===== config.mk =====
export PLATFORM = sky130hd
export DESIGN_NAME = pippo_timer_intc
export DESIGN_NICKNAME = d
export VERILOG_FILES = /design/src/rtl/pippo_timer_intc.sv
export SDC_FILE = /design/constraint.sdc
export NUM_CORES = 1
export LEC_CHECK = 0
export CORE_MARGIN = 5
export CORE_UTILIZATION = 41
export CTS_BUF_LIST = sky130_fd_sc_hd__clkbuf_4 sky130_fd_sc_hd__clkbuf_8
export DETAILED_ROUTE_END_ITERATION = 6
export PLACE_DENSITY = 0.74
export SLEW_MARGIN = 25
export SYNTH_ARGS = -nofsm -noshare
export SYNTH_HDL_FRONTEND = slang
export SYNTH_SLANG_ARGS = --single-unit

===== constraint.sdc =====
create_clock -name clk -period 3 [get_ports clk]
set_input_delay 0.6 -clock clk [delete_from_list [all_inputs] [get_ports clk]]
set_output_delay 0.6 -clock clk [all_outputs]
set_load 0.01 [all_outputs]

===== src/rtl/pippo_timer_intc.sv =====
// Timer interrupt sequencer: edge-captured WD/PIT/FIT pending bits, fixed-priority exception requests, and watchdog reset pulses.
// Optional nested watchdog-over-PIT/FIT handling is enabled by defining PIPPO_TIMER_CRIT_NEST_EN.
module pippo_timer_intc #(
    parameter int RST_PULSE = 16,
    parameter int RST_CW    = 8
) (
    input  logic       clk,
    input  logic       rst,
    input  logic       sig_watchdog,
    input  logic       sig_pit,
    input  logic       sig_fit,
    input  logic       rqt_core_rst,
    input  logic       rqt_sys_rst,
    input  logic       rqt_chip_rst,
    input  logic       msr_ce,
    input  logic       msr_ee,
    input  logic       except_ack,
    input  logic       except_done,
    output logic       except_req,
    output logic [1:0] except_code,
    output logic [2:0] pending,
    output logic       rst_core_o,
    output logic       rst_sys_o,
    output logic       rst_chip_o,
    output logic       busy
);
    localparam logic [1:0] S_IDLE = 2'd0;
    localparam logic [1:0] S_REQ  = 2'd1;
    localparam logic [1:0] S_BUSY = 2'd2;
    localparam logic [1:0] S_RST  = 2'd3;

    localparam logic [1:0] C_NONE = 2'b00;
    localparam logic [1:0] C_WD   = 2'b01;
    localparam logic [1:0] C_PIT  = 2'b10;
    localparam logic [1:0] C_FIT  = 2'b11;

    logic [1:0]        state_reg, state_next;
    logic [2:0]        sig_q_reg;
    logic [2:0]        pending_reg, pending_next;
    logic              req_reg, req_next;
    logic [1:0]        code_reg, code_next;
    logic [2:0]        sel_reg, sel_next;
    logic [RST_CW-1:0] cnt_reg, cnt_next;
`ifdef PIPPO_TIMER_CRIT_NEST_EN
    logic              nest_reg, nest_next;
    logic [1:0]        active_reg, active_next;
    logic [1:0]        outer_reg, outer_next;
`endif

    logic [2:0] sig_now, rise, eligible, clr_mask, code_mask;
    logic [1:0] winner;
    logic       rqt_any, code_en, clear_all, enter_rst;

    assign sig_now  = {sig_watchdog, sig_pit, sig_fit};
    assign rise     = sig_now & ~sig_q_reg;
    assign eligible = {pending_reg[2] & msr_ce, pending_reg[1] & msr_ee, pending_reg[0] & msr_ee};
    assign winner   = eligible[2] ? C_WD : eligible[1] ? C_PIT : eligible[0] ? C_FIT : C_NONE;
    assign rqt_any  = rqt_core_rst | rqt_sys_rst | rqt_chip_rst;
    assign code_en  = (code_reg == C_WD) ? msr_ce : msr_ee;

    always_comb begin
        case (code_reg)
            C_WD:    code_mask = 3'b100;
            C_PIT:   code_mask = 3'b010;
            C_FIT:   code_mask = 3'b001;
            default: code_mask = 3'b000;
        endcase
    end

    always_comb begin
        state_next = state_reg;
        req_next   = req_reg;
        code_next  = code_reg;
        sel_next   = sel_reg;
        cnt_next   = cnt_reg;
        clr_mask   = 3'b000;
        clear_all  = 1'b0;
        enter_rst  = 1'b0;
`ifdef PIPPO_TIMER_CRIT_NEST_EN
        nest_next   = nest_reg;
        active_next = active_reg;
        outer_next  = outer_reg;
`endif
        case (state_reg)
            S_IDLE: begin
                if (rqt_any) begin
                    enter_rst = 1'b1;
                end else if (|eligible) begin
                    state_next = S_REQ;
                    req_next   = 1'b1;
                    code_next  = winner;
                end
            end
            S_REQ: begin
                if (rqt_any) begin
                    enter_rst = 1'b1;
                end else if (except_ack) begin
                    state_next = S_BUSY;
                    req_next   = 1'b0;
                    code_next  = C_NONE;
                    clr_mask   = code_mask;
`ifdef PIPPO_TIMER_CRIT_NEST_EN
                    active_next = code_reg;
`endif
                end else if (!code_en) begin
                    // Withdrawn request keeps its pending bit for a later retry.
                    req_next  = 1'b0;
                    code_next = C_NONE;
`ifdef PIPPO_TIMER_CRIT_NEST_EN
                    state_next = nest_reg ? S_BUSY : S_IDLE;
                    nest_next  = 1'b0;
`else
                    state_next = S_IDLE;
`endif
                end
            end
            S_BUSY: begin
                if (rqt_any) begin
                    enter_rst = 1'b1;
                end else if (except_done) begin
`ifdef PIPPO_TIMER_CRIT_NEST_EN
                    if (nest_reg) begin
                        nest_next   = 1'b0;
                        active_next = outer_reg;
                    end else begin
                        state_next  = S_IDLE;
                        active_next = C_NONE;
                    end
`else
                    state_next = S_IDLE;
`endif
                end
`ifdef PIPPO_TIMER_CRIT_NEST_EN
                else if (!nest_reg && active_reg != C_WD && eligible[2]) begin
                    state_next = S_REQ;
                    req_next   = 1'b1;
                    code_next  = C_WD;
                    nest_next  = 1'b1;
                    outer_next = active_reg;
                end
`endif
            end
            default: begin
                if (cnt_reg == '0) begin
                    state_next = S_IDLE;
                    sel_next   = 3'b000;
                    clear_all  = 1'b1;
                end else begin
                    cnt_next = cnt_reg - 1'b1;
                end
            end
        endcase
        if (enter_rst) begin
            state_next = S_RST;
            req_next   = 1'b0;
            code_next  = C_NONE;
            cnt_next   = RST_CW'(RST_PULSE - 1);
            sel_next   = rqt_chip_rst ? 3'b100 : rqt_sys_rst ? 3'b010 : 3'b001;
`ifdef PIPPO_TIMER_CRIT_NEST_EN
            nest_next   = 1'b0;
            active_next = C_NONE;
`endif
        end
        // A fresh edge on the ack cycle wins over the clear.
        pending_next = clear_all ? 3'b000 : ((pending_reg & ~clr_mask) | rise);
    end

    always_ff @(posedge clk or negedge rst) begin
        if (!rst) begin
            state_reg   <= S_IDLE;
            sig_q_reg   <= 3'b000;
            pending_reg <= 3'b000;
            req_reg     <= 1'b0;
            code_reg    <= C_NONE;
            sel_reg     <= 3'b000;
            cnt_reg     <= '0;
`ifdef PIPPO_TIMER_CRIT_NEST_EN
            nest_reg    <= 1'b0;
            active_reg  <= C_NONE;
            outer_reg   <= C_NONE;
`endif
        end else begin
            state_reg   <= state_next;
            sig_q_reg   <= sig_now;
            pending_reg <= pending_next;
            req_reg     <= req_next;
            code_reg    <= code_next;
            sel_reg     <= sel_next;
            cnt_reg     <= cnt_next;
`ifdef PIPPO_TIMER_CRIT_NEST_EN
            nest_reg    <= nest_next;
            active_reg  <= active_next;
            outer_reg   <= outer_next;
`endif
        end
    end

    assign except_req  = req_reg;
    assign except_code = code_reg;
    assign pending     = pending_reg;
    assign rst_chip_o  = sel_reg[2];
    assign rst_sys_o   = sel_reg[1];
    assign rst_core_o  = sel_reg[0];
    assign busy        = (state_reg == S_BUSY);
endmodule


==> metrics.cfg, run 1 <==
[synthesis]
yosys_warnings=0
synthesis.area_um2=1111
synth-seq-cells=22
synth_top_area_frac=0.4955
syn-num-nets=130
synthTopCellsByCount=dfrtp_1, nand2_1, a21oi_1
ys_types=36
synth_async_sr_flop_share=1.000
syn_inst=116
seq_area_frac_synth=0.4955
synth_edf_count=0
syn_area_per_cell_um2=9.578
yosys.area.top_type=dfrtp_1
yosys-top-cells-area=dfrtp_1, a21oi_1, nand2_1, mux2i_1, nor2_1
synth_top_flop_cell=dfrtp_1
synth_most_common_cell=dfrtp_1

[setup_path]
path_class=reg2out
cp_max_fo=12
path_cells=inv_1, nor2_1, clkdlybuf4s50_1
cp-end-kind=output pin
crit_arrival_ps=1690
max_stage_delay_ps=560
cp_data_required_time_ps=2400
slowest_stage=dfrtp_1
worst_r2r_path_depth=6
critPathLaunchType=flop
crit_family=buffers and inverters
cp.depth=3
crit_buf_inv=2

[sta]
hold_viol_final=0
relSlewSlack=0.5291
rsz0062_at_grt=no
finalCritPeriodShare=0.7618
finalSetupTns_ps=0
setup_viol=0
slew_viol_final=0
layout_setup_ws_ps=714.8
fmax_mhz=437.6
finClkSkew_ps=1.651
worstMarginPinSlew_ps=700.9
min_period_ps=2285

[floorplanning]
core_area_um2=2545
die_x_um=62.06
fp.dieArea_um2=3851
start_util=0.4366
fp-row-count=18
die_y_um=62.06
boundaryPins=22

[clock_network]
clkSlewWorstSetupHoldPaths_ps=120
htreeDepth=1
cts.sinks=22
postCtsSetupRepairBufs=0
cts_resized=0
clk_path_buf_depth=2
holdBufCountCts=0
clkLatencyLatePin_ps=310
cts_tree=done
cts_root_buf=clkbuf_4
numCtsBuffers=3

[placed_design]
pre_cts_slack_ps=697.3
gp_congestion=0.8956
dpl-instance-area_um2=1355
hpwl_um=1731
numPortBuffers=21
placed_cells=165

[cells_and_area]
seqCellArea_um2=550.5
area_growth_pct=25.22
largest_register_ffs=8
drive_gt1_frac=0.04317
diodes=0
nNetsFinal=154
fillers=234
multi_input_area_um2=530.5
stdcell_count=169
fin_area_um2=1391

[routing]
route.detailed.drc=0
via_per_inst=5.609
wl_per_cell_um=13.61
vias=948
dr.pass1.iters=4
wirelength_um=2300
drtIter0Drc=20
ant_nets=0

[status]
run_status=completed

[global_route]
grt_usage=0.1509
grt_pass1_vias=942
grt_pass1_wl_um=4312
grt_start_max_net_pins=23
antenna_found_initial=0
gr-total-overflow=0

[power]
vdd_ir_drop_max_v=0.0004789
powerDensity_nw_per_um2=796.0
power_leakage_nw=0.5836

[worst_hold_path]
whs_path_depth=2
worstHoldPathType=reg2reg

[run]
maxCapViolCount=0

[worst reg2reg max path, stage by stage, from the launching register on]
cell and delay, ps:
dfrtp_1 400, inv_1 90, ha_1 210, nor2b_1 160, a2111o_1 460, or4_1 400, a21oi_1 150
[report_power, final]
| part | leakage [nW] | switching [W] | internal (W) | total [W] |
|---|---|---|---|---|
| Sequential | 0.260 | 0.000105 | 0.000394 | 0.000498 |
| Combinational | 0.303 | 0.000218 | 0.000227 | 0.000445 |
| Clock | 0.0210 | 0.0000902 | 0.0000742 | 0.000164 |
| Total | 0.584 | 0.000413 | 0.000695 | 0.00111 |
[per-stage QoR]
step / util / power, W / hold slack (ps)
after CTS: 0.5467 / 0.001121 / 505.1
after floorplan: - / 0.0007689 / 304.4
after global routing: 0.5467 / 0.001203 / 535.5
final: 0.5467 / 0.001107 / 501.8
after detailed placement: 0.5324 / 0.0009517 / 488.0
after global placement: 0.5324 / 0.0009370 / 481.8
[per-layer routing]
metal / track usage / routed length (um) / up-vias / share of wire
met2: 0.2219 / 1051 / 21 / 0.46
li1: - / - / 473 / -
met4: 0.07576 / 49 / 0 / 0.021
met3: 0.02066 / 57 / 4 / 0.025
met5: 0 / 0 / - / 0
met1: 0.2167 / 1141 / 450 / 0.50
[area by class of cell]
class                      instances  share of cell area
sequential                        22              0.3957
inverter                           5             0.01349
multi-input combinational         86              0.3813
timing repair buffer              22              0.1565
tap                               30             0.02698
clock buffer                       4             0.02608
[worst paths after layout]
path,from,to,slack [ps]
min,sig_q_reg[2],pending[2],500
max,state_reg[1],busy,710
min reg2reg,sig_q_reg[2],pending[2],500
max in group asynchronous,rst,cnt_reg[5],2160
min in group asynchronous,rst,pending[1],620
max reg2reg,cnt_reg[0],cnt_reg[5],1060
[layout by cell type (no fill, tap or decap), types with 2 or more instances in the layout]
| cell type | instances |
|---|---|
| clkdlybuf4s50_1 | 21 |
| ha_1 | 2 |
| nand3_1 | 3 |
| dfrtp_1 | 22 |
| nand2b_1 | 5 |
| a21oi_1 | 10 |
| clkbuf_4 | 3 |
| nand4_1 | 2 |
| o31ai_1 | 3 |
| o32ai_1 | 2 |
| and3_1 | 2 |
| nand2_1 | 12 |
| o21ai_0 | 4 |
| o22ai_1 | 4 |
| nor2b_1 | 3 |
| o21ai_1 | 3 |
| mux2i_1 | 4 |
| nor2_1 | 9 |
| inv_1 | 5 |
[cell families after synthesis]
family / count (synthesis) / synth area share
simple gates: 47 / 0.2297
compound gates: 32 / 0.1813
flops: 22 / 0.4955
buf+inv: 8 / 0.02703
mux: 4 / 0.03604
fa+ha+maj: 2 / 0.02252
xor+xnor: 1 / 0.007884
No activity file was read; power rests on OpenSTA's default activity.
==> run 2: changes to the inputs <==
==> constraint.sdc (replaced) <==
create_clock -name clk -period 2.4 [get_ports clk]
set_input_delay 0.48 -clock clk [delete_from_list [all_inputs] [get_ports clk]]
set_output_delay 0.48 -clock clk [all_outputs]
set_load 0.01 [all_outputs]
==> run 2 against run 1 <==
  * Hold slack better by 1.3 ps
  * Critical path type unchanged
  * Global-route usage rose by 0.46 points
  * Non-clock buffer count is 2 higher
  * Via count is 0.11% higher
  * Wire length is 3.5% higher
  * Final area hardly changed
  * Die area is the same
==> metrics.cfg, run 2 (synthesized netlist as in run 1, its figures left out) <==
[status]
run_status=completed

[floorplanning]
core_area_um2=2545  ; unchanged
start_util=0.4366  ; unchanged
die_x_um=62.06  ; unchanged
boundaryPins=22  ; unchanged
fp-row-count=18  ; unchanged
die_y_um=62.06  ; unchanged
fp.dieArea_um2=3851  ; unchanged

[placed_design]
pre_cts_slack_ps=461.1  ; -236.2 ps
placed_cells=167  ; +1.2%
numPortBuffers=21  ; unchanged
gp_congestion=0.8510  ; -5.0%
hpwl_um=1822  ; +5.3%

[clock_network]
postCtsSetupRepairBufs=0  ; unchanged
cts_tree=done
htreeDepth=1  ; unchanged
clk_path_buf_depth=2  ; unchanged
holdBufCountCts=0  ; unchanged
cts.sinks=22  ; unchanged
numCtsBuffers=3  ; unchanged
clkSlewWorstSetupHoldPaths_ps=110  ; about the same
cts_resized=0  ; unchanged
cts_root_buf=clkbuf_4
clkLatencyLatePin_ps=290  ; -20 ps

[routing]
route.detailed.drc=0  ; unchanged
ant_nets=0  ; unchanged
wl_per_cell_um=14.00  ; +2.9%
wirelength_um=2380  ; +3.5%
vias=949  ; +0.11%
drtIter0Drc=22  ; +10%
via_per_inst=5.582  ; -0.48%
dr.pass1.iters=4  ; unchanged

[sta]
relSlewSlack=0.6805  ; +0.1514
fmax_mhz=462.5
worstMarginPinSlew_ps=479.3  ; -221.6 ps
rsz0062_at_grt=no
slew_viol_final=0  ; unchanged
finalCritPeriodShare=0.9009
setup_viol=0  ; unchanged
whs_ps=503.1  ; +1.306 ps
layout_setup_ws_ps=237.8  ; -476.9 ps
min_period_ps=2162
finalSetupTns_ps=0  ; unchanged
finClkSkew_ps=1.726  ; +0.07496 ps
hold_viol_final=0  ; unchanged

[global_route]
top_usage_layer=met2
globalRouteMet3Util=0.02273  ; +0.002066
grt_usage=0.1555  ; +0.004634
gr-total-overflow=0  ; unchanged
grt_pass1_vias=981  ; +4.1%
met1_usage=0.2168  ; about the same
grt_start_max_net_pins=23  ; unchanged
antenna_found_initial=0  ; unchanged
grt_pass1_wl_um=4409  ; +2.2%
met2_usage=0.2426  ; +0.02071

[setup_path]
cp_data_required_time_ps=1920  ; -480 ps
critPathLaunchType=flop
cp_max_fo=12  ; unchanged
slowest_stage=dfrtp_1
path_class=reg2out
cp-end-kind=output pin
crit_buf_inv=2  ; unchanged
path_cells=inv_1, nor2_1, clkdlybuf4s50_1
crit_family=buffers and inverters
max_stage_delay_ps=570  ; about the same
crit_arrival_ps=1680  ; about the same

[power]
power_leakage_nw=0.5859  ; +0.39%
powerDensity_nw_per_um2=969.8  ; +22%
vdd_ir_drop_max_v=0.0006329  ; +32%

[cells_and_area]
final_util=0.5472  ; about the same
drive_gt1_frac=0.05000  ; +0.006835
largest_register_ffs=8  ; unchanged
seqCellArea_um2=550.5  ; unchanged
final_cell_mix=dfrtp_1, clkdlybuf4s50_1, nand2_1, a21oi_1, nor2_1
diodes=0  ; unchanged
nNetsFinal=156  ; +1.3%
area_growth_pct=25.34  ; about the same
fillers=237  ; +1.3%
mostFrequentLayoutCell=dfrtp_1
multi_input_area_um2=530.5  ; unchanged
stdcell_count=170  ; +0.59%

[run]
maxCapViolCount=0  ; unchanged

[worst_hold_path]
worstHoldPathType=reg2reg

## run 2: worst paths after layout
| kind | start | end | slack, ps | cells after the start |
|---|---|---|---|---|
| min in group asynchronous | rst | pending[0] | 520 | 2 |
| hold / removal | sig_q_reg[0] | pending[0] | 500 | 2 |
| setup / recovery | state_reg[1] | busy | 240 | 3 |
| hold reg to reg | sig_q_reg[0] | pending[0] | 500 | 2 |
| setup reg to reg | cnt_reg[0] | cnt_reg[5] | 410 | 6 |
| max in group asynchronous | rst | except_code[0] | 1670 | 2 |
## run 2: metrics by stage
stage,cell area (um^2),power [W]
floorplan,1111,0.0009612
global placement,1370,0.001177
detailed placement,1370,0.001196
CTS,1393,0.001363
global route,1393,0.001469
finish,1393,0.001350
## run 2: report_power, final
group,internal (W),switching [W]
Sequential,0.000492,0.000123
Combinational,0.000289,0.000286
Clock,0.0000584,0.000101
Total,0.000840,0.000511
## run 2: final cells by class
type | instances | area share
tap | 30 | 0.02695
multi-input combinational | 86 | 0.3810
sequential | 22 | 0.3953
inverter | 5 | 0.01348
timing repair buffer | 24 | 0.1671
clock buffer | 3 | 0.01617
## run 2: per-layer routing
metal	vias to the layer above	share of wire	wire length [um]
met3	5	0.037	87
met4	0	0.015	35
met1	441	0.46	1103
met5	-	0	0
met2	26	0.48	1153
li1	477	-	-
## run 2: worst min-delay path, stage by stage, from the launching register on
cell and delay [ps]:
dfrtp_1 330, nand2b_1 90, a21oi_1 50
==> run 3: changes to the inputs <==
--- a/config.mk
+++ b/config.mk
@@ -5,11 +5,12 @@
 export SDC_FILE = /design/constraint.sdc
 export NUM_CORES = 1
 export LEC_CHECK = 0
+export CAP_MARGIN = 20
 export CORE_MARGIN = 5
 export CORE_UTILIZATION = 41
 export CTS_BUF_LIST = sky130_fd_sc_hd__clkbuf_4 sky130_fd_sc_hd__clkbuf_8
 export DETAILED_ROUTE_END_ITERATION = 6
-export PLACE_DENSITY = 0.74
+export PLACE_DENSITY = 0.7
 export SLEW_MARGIN = 25
 export SYNTH_ARGS = -nofsm -noshare
 export SYNTH_HDL_FRONTEND = slang
==> run 3 against run 2 <==
  * Sequential power about the same
  * Maximum frequency rose by 0.26%
  * Count of clock-buffer cells in the layout rose by 1
  * Largest cell class unchanged
==> metrics.cfg, run 3 (synthesized netlist as in run 1, its figures left out) <==
[status]
run_status=completed

[cells_and_area]
drive_gt1_frac=0.05674  ; +0.006738
final_util=0.5526  ; +0.005408
diodes=0  ; unchanged
area_growth_pct=26.58
mostFrequentLayoutCell=dfrtp_1
largest_register_ffs=8  ; unchanged
fillers=236  ; -0.42%
stdcell_count=171  ; +0.59%
final_cell_mix=dfrtp_1, clkdlybuf4s50_1, nand2_1, a21oi_1, nor2_1
nNetsFinal=156  ; unchanged

[power]
p_int_w=0.0008746  ; +4.1%
p_sw_w=0.0005267  ; +3.1%
power_leakage_nw=0.5930  ; +1.2%
combPwrFrac=0.416  ; -0.010
power.share.switching=0.3759  ; -0.002285
powerDensity_nw_per_um2=996.4  ; +2.7%
p_clk_frac=0.147  ; +0.029
vdd_ir_drop_max_v=0.0006992  ; +10%
p_seq_frac=0.437  ; -0.018

[sta]
relSlewSlack=0.6919  ; +0.01139
slew_viol_final=0  ; unchanged
fmax_mhz=463.7  ; +0.26%
finalCritPeriodShare=0.8986  ; -0.002306
setup_viol=0  ; unchanged
rsz0062_at_grt=no
hold_viol_final=0  ; unchanged
worstMarginPinSlew_ps=462.2  ; -17.09 ps
min_period_ps=2157  ; -5.535 ps
finalSetupTns_ps=0  ; unchanged
finClkSkew_ps=3.884  ; +2.158 ps

[setup_path]
r2r_setup_slack_ps=460  ; +50 ps
cp_data_required_time_ps=1920  ; about the same
path_class=reg2out
max_stage_delay_ps=560  ; about the same
critPathLaunchType=flop
slowest_stage=dfrtp_1
path_cells=inv_1, nor2_1, clkdlybuf4s50_1
reg2reg_to=cnt_reg[5]
rr_startpoint=cnt_reg[0]
worst_r2r_path_depth=6  ; unchanged
crit_arrival_ps=1680  ; about the same
crit_family=buffers and inverters
crit_buf_inv=2  ; unchanged
cp_max_fo=12  ; unchanged
cp-end-kind=output pin

[routing]
dr.pass1.iters=4  ; unchanged
wirelength_um=2456  ; +3.2%
drtIter0Drc=30  ; +36%
wl_per_cell_um=14.36  ; +2.6%
route.detailed.drc=0  ; unchanged
via_per_inst=5.456  ; -2.3%
ant_nets=0  ; unchanged
vias=933  ; -1.7%

[worst_hold_path]
worstHoldPathType=in2async

[clock_network]
cts_resized=0  ; unchanged
holdBufCountCts=0  ; unchanged
cts_tree=done
htreeDepth=1  ; unchanged
clk_path_buf_depth=2  ; unchanged
postCtsSetupRepairBufs=0  ; unchanged
cts.sinks=22  ; unchanged
clkSlewWorstSetupHoldPaths_ps=120  ; about the same
clkLatencyLatePin_ps=310  ; +20 ps
cts_root_buf=clkbuf_4
numCtsBuffers=3  ; unchanged

[global_route]
grt_pass1_vias=989  ; +0.82%
grt_pass1_wl_um=4450  ; +0.93%
antenna_found_initial=0  ; unchanged
grt_usage=0.1575  ; +0.001930
grt_start_max_net_pins=23  ; unchanged
gr-total-overflow=0  ; unchanged

[placed_design]
placed_cells=167  ; unchanged
hpwl_um=1855  ; +1.8%
numPortBuffers=21  ; unchanged
gp_congestion=0.8426  ; -0.99%

[floorplanning]
core_area_um2=2545  ; unchanged
die_x_um=62.06  ; unchanged
fp-row-count=18  ; unchanged
fp.dieArea_um2=3851  ; unchanged
die_y_um=62.06  ; unchanged
start_util=0.4366  ; unchanged
boundaryPins=22  ; unchanged

[run]
maxCapViolCount=0  ; unchanged

==> run 3: cell count changes in the layout (fill, tap and decap cells not counted) <==
cell	before	now
clkbuf_8	0	1
==> run 3: how the worst max path moves through the flow <==
stage / start / end / slack (ps) / depth (start not counted)
4_1_cts: state_reg[1] / busy / 230 / 3
5_1_grt: state_reg[1] / busy / 130 / 3
6_report: state_reg[1] / busy / 240 / 3
3_3_place_gp: rqt_chip_rst / cnt_reg[0] / 470 / 6
3_5_place_dp: cnt_reg[0] / cnt_reg[5] / 450 / 6
2_1_floorplan: cnt_reg[0] / cnt_reg[5] / 600 / 6
==> run 3: cell type report <==
class                      instances  area [um^2]  area share
multi-input combinational         86        530.5      0.3772
timing repair buffer              24        232.7      0.1655
inverter                           5        18.77     0.01335
sequential                        22        550.5      0.3915
tap                               30        37.54     0.02669
clock buffer                       4        36.28     0.02580
==> run 3: power groups by stage <==
stage | clock network [W] | logic [W] | registers (W)
2_1_floorplan | 0 | 0.000345 | 0.000616
3_3_place_gp | 0 | 0.000567 | 0.000614
3_5_place_dp | 0 | 0.000583 | 0.000619
4_1_cts | 0.000212 | 0.000588 | 0.000613
5_1_grt | 0.000229 | 0.000660 | 0.000636
6_report | 0.000206 | 0.000583 | 0.000613
==> run 3: per-stage QoR <==
stage	hold slack, ps	area [um^2]	total power [W]	setup WS (ps)
floorplan	184.4	1111	0.0009612	597.0
global placement	482.9	1370	0.001181	470.8
detailed placement	481.7	1370	0.001202	446.8
CTS	499.1	1406	0.001413	225.4
global route	515.6	1406	0.001525	126.7
finish	496.7	1406	0.001401	243.3
==> run 3: metal layers <==
| metal | global-route usage | up-vias | wire length (um) |
|---|---|---|---|
| met5 | 0 | - | 0 |
| met4 | 0.06667 | 0 | 33 |
| met3 | 0.02479 | 4 | 53 |
| met2 | 0.2530 | 13 | 1196 |
| met1 | 0.2098 | 444 | 1173 |
| li1 | - | 472 | - |
